File: config.mk
export PLATFORM = sky130hd
export DESIGN_NAME = matrix_stream_loader_flat
export DESIGN_NICKNAME = d
export VERILOG_FILES = /design/src/rtl/matrix_stream_loader_if.sv /design/src/rtl/matrix_stream_loader.sv /design/src/flat_wrapper.sv
export SDC_FILE = /design/constraint.sdc
export NUM_CORES = 1
export LEC_CHECK = 0
export CAP_MARGIN = 20
export CORE_MARGIN = 2
export CORE_UTILIZATION = 45
export CTS_CLUSTER_DIAMETER = 120
export DETAILED_ROUTE_END_ITERATION = 16
export GPL_ROUTABILITY_DRIVEN = 1
export PLACE_DENSITY = 0.74
export SKIP_CTS_REPAIR_TIMING = 1
export SLEW_MARGIN = 10
export SYNTH_ARGS = -nofsm -noshare
export SYNTH_HDL_FRONTEND = slang
export SYNTH_SLANG_ARGS = --single-unit
File: constraint.sdc
create_clock -name clk -period 3.2 [get_ports clk]
set_input_delay 0.64 -clock clk [delete_from_list [all_inputs] [get_ports clk]]
set_output_delay 0.64 -clock clk [all_outputs]
set_load 0.03 [all_outputs]
File: src/rtl/matrix_stream_loader_if.sv
// Stream and multiplier bundle for matrix_stream_loader.
// master = the loader; slave = the byte source, multiplier and result sink.
interface matrix_stream_loader_if;
  logic [7:0]  in_data;
  logic        in_valid;
  logic        in_ready;
  logic [71:0] A;
  logic [71:0] B;
  logic        Enable;
  logic        done;
  logic [71:0] C;
  logic [7:0]  out_data;
  logic        out_valid;
  logic        out_ready;

  modport master (
    input  in_data, in_valid, done, C, out_ready,
    output in_ready, A, B, Enable, out_data, out_valid
  );

  modport slave (
    output in_data, in_valid, done, C, out_ready,
    input  in_ready, A, B, Enable, out_data, out_valid
  );
endinterface

File: src/rtl/matrix_stream_loader.sv
// Loads two 3x3 byte matrices from a stream, runs an external multiplier
// under a watchdog, then streams the 9 result bytes back out.
module matrix_stream_loader #(
  parameter int unsigned TIMEOUT_CYCLES = 1024
) (
  input  logic                  clk,
  input  logic                  reset,
  input  logic                  clear,
  matrix_stream_loader_if.master bus,
  output logic                  error
);

  localparam int unsigned WD_W = (TIMEOUT_CYCLES > 2) ? $clog2(TIMEOUT_CYCLES) : 1;
  localparam logic [WD_W-1:0] WD_LAST = WD_W'(TIMEOUT_CYCLES - 1);

  typedef enum logic [1:0] {LOAD_A, LOAD_B, RUN, DRAIN} state_t;

  state_t          state_q, state_d;
  logic [3:0]      k_q, k_d;
  logic [WD_W-1:0] wd_q, wd_d;
  logic [71:0]     a_q, a_d;
  logic [71:0]     b_q, b_d;
  logic [71:0]     res_q, res_d;
  logic            en_q, en_d;
  logic            ov_q, ov_d;
  logic [7:0]      od_q, od_d;
  logic            err_q, err_d;

  always_comb begin
    state_d = state_q;
    k_d     = k_q;
    wd_d    = wd_q;
    a_d     = a_q;
    b_d     = b_q;
    res_d   = res_q;
    en_d    = en_q;
    ov_d    = ov_q;
    od_d    = od_q;
    err_d   = err_q;

    if (clear) begin
      state_d = LOAD_A;
      k_d     = '0;
      wd_d    = '0;
      a_d     = '0;
      b_d     = '0;
      res_d   = '0;
      en_d    = 1'b0;
      ov_d    = 1'b0;
      od_d    = '0;
      err_d   = 1'b0;
    end else begin
      unique case (state_q)
        LOAD_A: begin
          if (bus.in_valid) begin
            for (int unsigned i = 0; i < 9; i++)
              if (k_q == 4'(i)) a_d[i*8 +: 8] = bus.in_data;
            if (k_q == 4'd8) begin
              state_d = LOAD_B;
              k_d     = '0;
            end else begin
              k_d = k_q + 4'd1;
            end
          end
        end
        LOAD_B: begin
          if (bus.in_valid) begin
            for (int unsigned i = 0; i < 9; i++)
              if (k_q == 4'(i)) b_d[i*8 +: 8] = bus.in_data;
            if (k_q == 4'd8) begin
              state_d = RUN;
              k_d     = '0;
              wd_d    = '0;
              en_d    = 1'b1;
            end else begin
              k_d = k_q + 4'd1;
            end
          end
        end
        RUN: begin
          // done is checked first so it wins over a same-cycle timeout
          if (bus.done) begin
            state_d = DRAIN;
            k_d     = '0;
            res_d   = bus.C;
            en_d    = 1'b0;
            ov_d    = 1'b1;
            od_d    = bus.C[7:0];
          end else if (wd_q == WD_LAST) begin
            state_d = LOAD_A;
            wd_d    = '0;
            en_d    = 1'b0;
            err_d   = 1'b1;
          end else begin
            wd_d = wd_q + 1'b1;
          end
        end
        DRAIN: begin
          if (bus.out_ready) begin
            if (k_q == 4'd8) begin
              state_d = LOAD_A;
              k_d     = '0;
              ov_d    = 1'b0;
            end else begin
              k_d = k_q + 4'd1;
              // preload the next byte so out_data stays a plain register
              for (int unsigned i = 1; i < 9; i++)
                if (k_q == 4'(i - 1)) od_d = res_q[i*8 +: 8];
            end
          end
        end
        default: state_d = LOAD_A;
      endcase
    end
  end

  always_ff @(posedge clk or negedge reset) begin
    if (!reset) begin
      state_q <= LOAD_A;
      k_q     <= '0;
      wd_q    <= '0;
      a_q     <= '0;
      b_q     <= '0;
      res_q   <= '0;
      en_q    <= 1'b0;
      ov_q    <= 1'b0;
      od_q    <= '0;
      err_q   <= 1'b0;
    end else begin
      state_q <= state_d;
      k_q     <= k_d;
      wd_q    <= wd_d;
      a_q     <= a_d;
      b_q     <= b_d;
      res_q   <= res_d;
      en_q    <= en_d;
      ov_q    <= ov_d;
      od_q    <= od_d;
      err_q   <= err_d;
    end
  end

  assign bus.in_ready  = reset && ((state_q == LOAD_A) || (state_q == LOAD_B));
  assign bus.A         = a_q;
  assign bus.B         = b_q;
  assign bus.Enable    = en_q;
  assign bus.out_valid = ov_q;
  assign bus.out_data  = od_q;
  assign error         = err_q;

endmodule

File: src/flat_wrapper.sv
// flat-port wrapper written by rule: the top's interface ports become plain ports
module matrix_stream_loader_flat 
#(
  parameter int unsigned TIMEOUT_CYCLES = 1024
)
  (clk, reset, clear, error, bus_in_data, bus_in_valid, bus_done, bus_C, bus_out_ready, bus_in_ready, bus_A, bus_B, bus_Enable, bus_out_data, bus_out_valid);
  matrix_stream_loader_if bus_i ();
  input  logic clk;
  input  logic reset;
  input  logic clear;
  output logic error;
  input wire logic [$bits(bus_i.in_data)-1:0] bus_in_data;
  input wire logic [$bits(bus_i.in_valid)-1:0] bus_in_valid;
  input wire logic [$bits(bus_i.done)-1:0] bus_done;
  input wire logic [$bits(bus_i.C)-1:0] bus_C;
  input wire logic [$bits(bus_i.out_ready)-1:0] bus_out_ready;
  output wire logic [$bits(bus_i.in_ready)-1:0] bus_in_ready;
  output wire logic [$bits(bus_i.A)-1:0] bus_A;
  output wire logic [$bits(bus_i.B)-1:0] bus_B;
  output wire logic [$bits(bus_i.Enable)-1:0] bus_Enable;
  output wire logic [$bits(bus_i.out_data)-1:0] bus_out_data;
  output wire logic [$bits(bus_i.out_valid)-1:0] bus_out_valid;
  assign bus_i.in_data = bus_in_data;
  assign bus_i.in_valid = bus_in_valid;
  assign bus_i.done = bus_done;
  assign bus_i.C = bus_C;
  assign bus_i.out_ready = bus_out_ready;
  assign bus_in_ready = bus_i.in_ready;
  assign bus_A = bus_i.A;
  assign bus_B = bus_i.B;
  assign bus_Enable = bus_i.Enable;
  assign bus_out_data = bus_i.out_data;
  assign bus_out_valid = bus_i.out_valid;
  matrix_stream_loader #(.TIMEOUT_CYCLES(TIMEOUT_CYCLES)) u_core (.clk(clk), .reset(reset), .clear(clear), .bus(bus_i), .error(error));
endmodule
Word level (Yosys, flattened, before mapping)

Cells that the tools add are included.

$add $sub $neg: 2
Mux-type cells: 67
Eq/ne operators: 25
Reduce and logical (&&, ||, !) cells: 48

Operators with widths:

| cell                                                    | number |
|---|---|
| two-way mux 72 bit                                      | 8 |
| two-way mux 8 bit                                       | 21 |
| AND reduction 3 bit                                     | 20 |
| two-way mux 10 bit                                      | 5 |
| nonzero test 2 bit                                      | 15 |
| two-way mux 4 bit                                       | 5 |
| case mux 10 bit (2 select lines)                        | 1 |
| two-way mux 2 bit                                       | 9 |
| inequality test 3 bit (second input constant)           | 6 |
| equality test 4 x 3 -> 1 bit (second input constant)    | 4 |
| case mux 8 bit (2 select lines)                         | 1 |
| two-way mux 1 bit                                       | 13 |
| case mux 4 bit (3 select lines)                         | 1 |
| AND reduction 4 bit                                     | 3 |
| adder 10 x 1 -> 10 bit (second input constant)          | 1 |
| equality test 10 bit (second input constant)            | 1 |
| inequality test 10 x 2 -> 1 bit (second input constant) | 1 |
| inequality test 3 x 2 -> 1 bit (second input constant)  | 3 |
| equality test 4 x 2 -> 1 bit (second input constant)    | 2 |
| case mux 2 bit (4 select lines)                         | 1 |
| AND reduction 7 bit                                     | 1 |
| nonzero test 3 bit                                      | 2 |
| AND reduction 5 bit                                     | 1 |
| adder 4 x 1 -> 4 bit (second input constant)            | 1 |
| other kinds (14)                                        | 16 |

Output and inout port bits: 156
Word-level logic and storage cells: 168
Flip-flop bits (word level): 243

Logic depth before layout (Yosys ltp)

Gate-level depths: netlist (run 1).

Depth in word-level cells: 13
Depth in mapped cells: 9
Mapped depth without buffers: 7

Least setup slack after synthesis (run 1)

Ideal clock, no wire load.

Kind: flip-flop to flip-flop
From: register u_core.k_q[0]
To: register u_core.k_q[3]
Setup slack: 1232 ps
Path buffers: 2
Data required time: 3108 ps
Stages on the path, launching flop included: 9
Arrival time: 1876 ps
Setup time: 92 ps
Path through: dfrtp_1 > inv_1 > ha_1 > buf_4 > and3b_1 > buf_6 > or3_1 > or2_1 > o31ai_2

Cells in the longest elaborated chain, start to end: 5
Elaborated cells between the ends (all ways): 7
Classes of those cells: add/sub (1); eq/ne (1); mux (5)

RTL lines:

| element                                                            | line                                                                                | source |
|---|---|---|
| from (decl)                                                        | matrix_stream_loader.sv:19                                                          | `logic [3:0] k_q, k_d;` |
| from (signal assigned)                                             | matrix_stream_loader.sv:131                                                         | `k_q <= k_d;` |
| adder 4 x 1 -> 4 bit / equality test 4 bit (equally long branches) | -                                                                                   |  |
| two-way mux 4 bit *                                                | matrix_stream_loader.sv:58, matrix_stream_loader.sv:70, matrix_stream_loader.sv:100 |  |
| two-way mux 4 bit (on tied branches)                               | matrix_stream_loader.sv:99, matrix_stream_loader.sv:55                              |  |
| case mux 4 bit (3 select lines) *                                  | matrix_stream_loader.sv:53                                                          | `unique case (state_q)` |
| two-way mux 4 bit *                                                | matrix_stream_loader.sv:41                                                          | `if (clear) begin` |

Every way passes the cells marked *; elsewhere a longest branch is shown, timed or not. The select of a mux whose other input is x is not followed.
A chain may end at the register's enable or synchronous reset.

Worst setup path after layout (run 1)

From: register u_core.k_q[0]
To: register u_core.wd_q[9]

Cells in the longest elaborated chain, start to end: 3

RTL lines:

| element                                  | line                        | source |
|---|---|---|
| equality test 4 bit                      | matrix_stream_loader.sv:70  | `if (k_q == 4'd8) begin` |
| inequality test 3 x 2 -> 1 bit (no line) | -                           |  |
| AND reduction 4 bit (no line)            | -                           |  |
| to (signal assigned)                     | matrix_stream_loader.sv:132 | `wd_q <= wd_d;` |
| to (decl)                                | matrix_stream_loader.sv:20  | `logic [WD_W-1:0] wd_q, wd_d;` |

No other way between the ends.

==> results of run 1 <==
==> state kept, by name (all words and copies together) (netlist names) <==
name and flops:
u_core.wd_q 10, u_core.state_q 2, u_core.bus.B 72, u_core.bus.out_data 8, u_core.bus.Enable 1, u_core.bus.out_valid 1, u_core.error 1, u_core.res_q 64
u_core.bus.A 72, u_core.k_q 4
==> how the worst min path moves through the flow <==
stage               cells after the start                          from                            to  slack (ns)
detailed placement                      2  u_core.bus.A[19]$_DFFE_PN0P_  u_core.bus.A[19]$_DFFE_PN0P_        0.47
floorplan                               0                         reset   u_core.bus.A[0]$_DFFE_PN0P_        0.34
global route                            2  u_core.bus.B[52]$_DFFE_PN0P_  u_core.bus.B[52]$_DFFE_PN0P_        0.50
CTS                                     1                         reset  u_core.res_q[48]$_DFFE_PN0P_       -0.02
global placement                        2  u_core.bus.B[50]$_DFFE_PN0P_  u_core.bus.B[50]$_DFFE_PN0P_        0.46
finish                                  2  u_core.bus.A[54]$_DFFE_PN0P_  u_core.bus.A[54]$_DFFE_PN0P_        0.48
==> per-layer routing <==
metal  vias up  GRT usage  wire length [um]
met5         -          0                 0
met4         0     0.0631               592
met3        33     0.0352              1700
met2       281      0.393             13300
met1      3941      0.349             12300
li1       3750          -                 -
==> layout make-up <==
class,instances,area (um^2)
diodes,1,2.50
well taps,275,344
multi-input cells,625,3540
repair buffers,260,2580
clock buffers,35,702
fillers,1709,8030
flip-flops and latches,235,5880
clock inverters,5,36.3
inverters,9,33.8
==> worst max-delay path, stage by stage (launching register included) <==
cell	delay (ns)
dfrtp_1	0.43
inv_1	0.10
ha_1	0.41
and3b_1	0.53
a211oi_4	0.21
or4_1	0.53
a21oi_1	0.15
a21o_1	0.10
==> cell families after synthesis <==
| logic type | count (synthesis) | synth area share |
|---|---|---|
| AO/OA/AOI/OAI | 355 | 0.233 |
| adder cells (fa/ha/maj) | 5 | 0.00641 |
| buffers and inverters | 77 | 0.0353 |
| flip-flops | 235 | 0.603 |
| multiplexers | 3 | 0.00462 |
| AND/OR/NAND/NOR | 262 | 0.118 |
==> per-stage QoR <==
stage	hold WS [ns]	std cells	util
5_1_grt	0.502	1445	0.621
2_1_floorplan	0.344	937	-
3_5_place_dp	0.469	1400	0.584
4_1_cts	-0.0219	1440	0.619
6_report	0.478	1445	0.621
3_3_place_gp	0.459	1400	0.584
==> power groups by stage <==
stage | logic, W | clock network (W) | registers, W
after floorplan | 0.000498 | 0 | 0.00386
after global placement | 0.00180 | 0 | 0.00340
after detailed placement | 0.00183 | 0 | 0.00341
after CTS | 0.00183 | 0.00267 | 0.00336
after global routing | 0.00196 | 0.00280 | 0.00339
final | 0.00183 | 0.00263 | 0.00336
==> cells in the final DEF, fill, tap and decap left out, types with 2 or more instances in the layout <==
cell / n
clkdlybuf4s50_1: 239
dfrtp_1: 235
o21ai_0: 192
nand2_1: 189
a22o_1: 64
clkbuf_16: 24
nor2_1: 19
a21oi_1: 19
nor2b_1: 18
buf_4: 17
inv_1: 9
o21ai_1: 9
o31ai_1: 9
a21o_1: 8
a221oi_1: 7
o221ai_1: 7
nor3b_1: 7
a22oi_1: 6
clkbuf_8: 6
o22a_1: 5
ha_1: 5
clkbuf_1: 5
nand2b_1: 4
and2_1: 4
nand3_1: 4
a31oi_1: 4
clkinv_2: 4
a21oi_2: 3
a221o_1: 3
o21ai_2: 2
nor3_1: 2
nor3b_2: 2
o41ai_2: 2
or2_2: 2
mux2_2: 2
a32oi_1: 2
or4b_1: 2
o2111ai_1: 2
o211ai_1: 2
buf_12: 2
==> results.json, run 1 <==
{
  "status": "finished, final reports clean",
  "hold_viol": 0,
  "hpwl_um": 19500,
  "clkPwrFrac": 0.337,
  "power.density_nw_per_um2": 595,
  "r2r_start": "u_core.k_q[0]$_DFFE_PN0P_",
  "synth.distinct_cells": 55,
  "crit_required_ns": 3.65,
  "synth_enable_flop_cells": 0,
  "finalCritPeriodShare": 0.794,
  "synth_area_leaders": "dfrtp_1 60%, o21ai_0 9.9%, nand2_1 7.3%",
  "drc": 0,
  "synth_ff_type": "dfrtp_1",
  "grt_pass1_wl_um": 43500,
  "p_seq_frac": 0.430,
  "ant_nets": 0,
  "tightest_slew_ns": 0.964,
  "avgRoutedWirePerCell_um": 19.4,
  "routed_wl_um": 28000,
  "grt_use_total": 0.244,
  "dpl_cell_area_um2": 12400,
  "worstRegToRegCells": 7,
  "relSlewSlack": 0.353,
  "die_w_um": 151,
  "crit_path_start_kind": "register",
  "htreeDepth": 1,
  "drt_pre_antenna_iters": 4,
  "synth_top_area_frac": 0.603,
  "ys_async_sr_fraction": 1.00,
  "cts_tree": "done",
  "fin_crit_ns": 2.54,
  "swShare": 0.306,
  "area_growth_pct": 34.6,
  "p_leak_nw": 5.70,
  "synth_area_per_cell_um2": 10.4,
  "rsz0062_at_grt": "no",
  "num-nets-final": 1246,
  "synth.yosys.warnings": 0,
  "dr_total_vias": 8005,
  "yosys-top-cells-count": "235 x dfrtp_1, 192 x o21ai_0, 189 x nand2_1, 64 x a22o_1, 37 x clkbuf_1",
  "worstPathMaxFanout": 14,
  "top_level_ports": 242,
  "seq_area_frac_synth": 0.603,
  "p_comb_frac": 0.234,
  "clock_latency_ns": 0.52,
  "max_cap_violations": 0,
  "synth_top_cell_by_area": "dfrtp_1",
  "rr_endpoint": "u_core.wd_q[9]$_DFFE_PN0P_",
  "cts-root-buf": "clkbuf_16",
  "core_um2": 21200,
  "crit_type": "register to register",
  "end_kind": "register",
  "synth_cells": 937,
  "layout_setup_ws_ns": 0.659,
  "skew_ns": 0.0179,
  "place_congestion": 0.847,
  "netlist_area_um2": 9750,
  "intPower_w": 0.00542,
  "hold_path_class": "register to register",
  "critPathArrivalTime_ns": 2.99,
  "endpoint": "u_core.wd_q[9]$_DFFE_PN0P_",
  "r2r_slack_ns": 0.66,
  "dieHeight_um": 151,
  "grt_pass1_vias": 7837,
  "cts_buffer_depth": 3,
  "setup_tns_ns": 0,
  "post-place-ws_ns": 0.449,
  "peakVddDrop_v": 0.000307,
  "yosysMostFrequentCell": "dfrtp_1",
  "fmax_ghz": 0.393,
  "portBuffers": 241,
  "p_switching_w": 0.00239,
  "grt_remaining_overflow": 0,
  "syn_nets": 1028,
  "die-area_um2": 22900,
  "drt-initial-drc-count": 596,
  "drv_slew": 0,
  "antenna_found_initial": 1,
  "critPathLaunch": "u_core.k_q[0]$_DFFE_PN0P_",
  "grt_max_degree": 133,
  "layout-drive-gt1-share": 0.0633,
  "initial_core_util": 0.461,
  "fp-row-count": 53,
  "setup_viol": 0,
  "clock-sinks": 235,
  "cts_buffers": 24,
  "design_area_um2": 13100,
  "viasPerCell": 5.54,
  "total_power_w": 0.00782,
  "clk_pin_slew_worst_paths_ns": 0.06,
  "synth-seq-cells": 235
}
No activity file was read; power rests on OpenSTA's default activity.
==> run 2, diff against run 1 <==
--- a/config.mk
+++ b/config.mk
@@ -11,7 +11,7 @@
 export CTS_CLUSTER_DIAMETER = 120
 export DETAILED_ROUTE_END_ITERATION = 16
 export GPL_ROUTABILITY_DRIVEN = 1
-export PLACE_DENSITY = 0.74
+export PLACE_DENSITY = 0.77
 export SKIP_CTS_REPAIR_TIMING = 1
 export SLEW_MARGIN = 10
 export SYNTH_ARGS = -nofsm -noshare
==> constraint.sdc (replaced) <==
create_clock -name clk -period 2.1 [get_ports clk]
set_input_delay 0.42 -clock clk [delete_from_list [all_inputs] [get_ports clk]]
set_output_delay 0.42 -clock clk [all_outputs]
set_load 0.03 [all_outputs]
==> results.json, run 2 (synthesis gave the netlist of run 1 again) <==
{
  "status": "finished, final reports clean",
  "top_level_ports": 242,
  "min-delay-start": "clear",
  "setup_viol": 0,
  "critPathArrivalTime_ns": 1.63,
  "power.density_nw_per_um2": 902,
  "routed_wl_um": 28200,
  "r2r_slack_ns": 0.07,
  "fmax_ghz": 0.487,
  "drt-initial-drc-count": 640,
  "relSlewSlack": 0.523,
  "grt_pass1_vias": 7865,
  "grt_pass1_wl_um": 44000,
  "avgRoutedWirePerCell_um": 18.9,
  "die_w_um": 151,
  "htreeDepth": 1,
  "clock_latency_ns": 0.53,
  "r2r_start": "u_core.k_q[0]$_DFFE_PN0P_",
  "hold_path_end": "u_core.bus.out_data[6]$_DFFE_PN0P_",
  "worstRegToRegCells": 8,
  "drt_pre_antenna_iters": 5,
  "antenna_found_initial": 0,
  "post-place-ws_ns": -0.0775,
  "worst_path_max_delay_cell": "clkdlybuf4s50_1",
  "end_kind": "output port",
  "finalCritPeriodShare": 0.977,
  "dr_total_vias": 8254,
  "portBuffers": 241,
  "num-nets-final": 1295,
  "drv_slew": 0,
  "whs_ns": 0.288,
  "cts_buffers": 25,
  "critPathMaxStageDelay_ns": 0.73,
  "final_cell_mix": "238 x clkdlybuf4s50_1, 234 x dfrtp_1, 191 x o21ai_0",
  "hold_viol": 0,
  "skew_ns": 0.0187,
  "layout_setup_ws_ns": 0.0483,
  "placed_cells": 1450,
  "dieHeight_um": 151,
  "num_antenna_cells": 0,
  "initial_core_util": 0.461,
  "area_growth_pct": 40.0,
  "viasPerCell": 5.53,
  "hold_depth": 2,
  "crit_type": "register to output port",
  "clk_pin_slew_worst_paths_ns": 0.06,
  "core_um2": 21200,
  "ant_nets": 0,
  "layout_commonest_cell": "clkdlybuf4s50_1",
  "fp-row-count": 53,
  "rsz0062_at_grt": "no",
  "grt_max_degree": 125,
  "grt_remaining_overflow": 0,
  "cts_tree": "done",
  "grt_use_total": 0.247,
  "crit_chain": "clkdlybuf4s50_1",
  "design_area_um2": 13700,
  "max_cap_violations": 0,
  "peakVddDrop_v": 0.000534,
  "crit_path_start_kind": "register",
  "hold_path_class": "primary input to register",
  "crit_required_ns": 1.68,
  "place_congestion": 0.917,
  "worstPathMaxFanout": 3,
  "clock-sinks": 235,
  "p_leak_nw": 5.98,
  "rr_endpoint": "u_core.bus.out_data[1]$_DFFE_PN0P_",
  "cts_buffer_depth": 3,
  "die-area_um2": 22900,
  "cts-root-buf": "clkbuf_16",
  "drc": 0,
  "critPathTopFamily": "buffers and inverters",
  "fin_crit_ns": 2.05,
  "path_buf_inv": 1,
  "final_cells": 1493,
  "hpwl_um": 19900,
  "dpl_cell_area_um2": 12800,
  "tightest_slew_ns": 0.715,
  "layout-drive-gt1-share": 0.110
}
==> run 2: cell types whose count changed in the layout (fill, tap and decap cells not counted), sizes merged <==
cell / delta
inv: +1
clkinv: -3
buf: +49
bufinv: +1
clkinvlp: +2
clkdlybuf4s50: -1
diode: -1
==> run 2: how the worst max path moves through the flow <==
stage	from	endpoint	slack, ns	cells after the start
global placement	bus_done	u_core.k_q[2]$_DFFE_PN0P_	-0.006	6
finish	u_core.bus.out_data[4]$_DFFE_PN0P_	bus_out_data[4]	0.05	1
detailed placement	bus_done	u_core.bus.out_data[4]$_DFFE_PN0P_	-0.08	7
global route	u_core.k_q[0]$_DFFE_PN0P_	u_core.bus.out_data[7]$_DFFE_PN0P_	0.002	8
CTS	u_core.k_q[1]$_DFFE_PN0P_	u_core.bus.out_data[6]$_DFFE_PN0P_	-0.06	7
floorplan	u_core.k_q[0]$_DFFE_PN0P_	u_core.k_q[3]$_DFFE_PN0P_	0.13	8
==> run 2: power by group <==
part	switching (W)	leakage [nW]	internal, W
combinational	0.00175	2.45	0.00120
sequential	0.000212	3.14	0.00489
clock	0.00177	0.382	0.00249
total	0.00373	5.98	0.00859
==> run 2: worst register-to-register path: stages (launching register included) <==
cell	delay (ns)
dfrtp_2	0.41
inv_1	0.08
ha_2	0.23
buf_12	0.16
or2_2	0.35
o21a_1	0.25
o21ai_0	0.18
o22a_1	0.17
o21ai_0	0.07
==> run 2: cell type report <==
type / instances / area (um^2)
inverters: 9 / 33.8
well taps: 275 / 344
multi-input cells: 625 / 3590
flip-flops and latches: 235 / 5880
clock inverters: 6 / 78.8
repair buffers: 308 / 3020
clock buffers: 35 / 713
fillers: 1649 / 7500
==> run 2: per-layer routing <==
layer | share of wire | GRT usage | vias to the layer above | routed length (um)
li1 | - | - | 3844 | -
met1 | 0.44 | 0.359 | 4024 | 12500
met2 | 0.47 | 0.384 | 333 | 13200
met3 | 0.063 | 0.0310 | 53 | 1770
met4 | 0.029 | 0.0846 | 0 | 820
met5 | 0 | 0 | - | 0
==> run 2: per-stage QoR <==
stage / utilization / power (W) / TNS (ns)
final: 0.645 / 0.0123 / 0
after floorplan: - / 0.00664 / 0
after detailed placement: 0.605 / 0.00810 / -0.535
after CTS: 0.643 / 0.0124 / -0.0956
after global routing: 0.645 / 0.0128 / 0
after global placement: 0.605 / 0.00803 / -0.00597
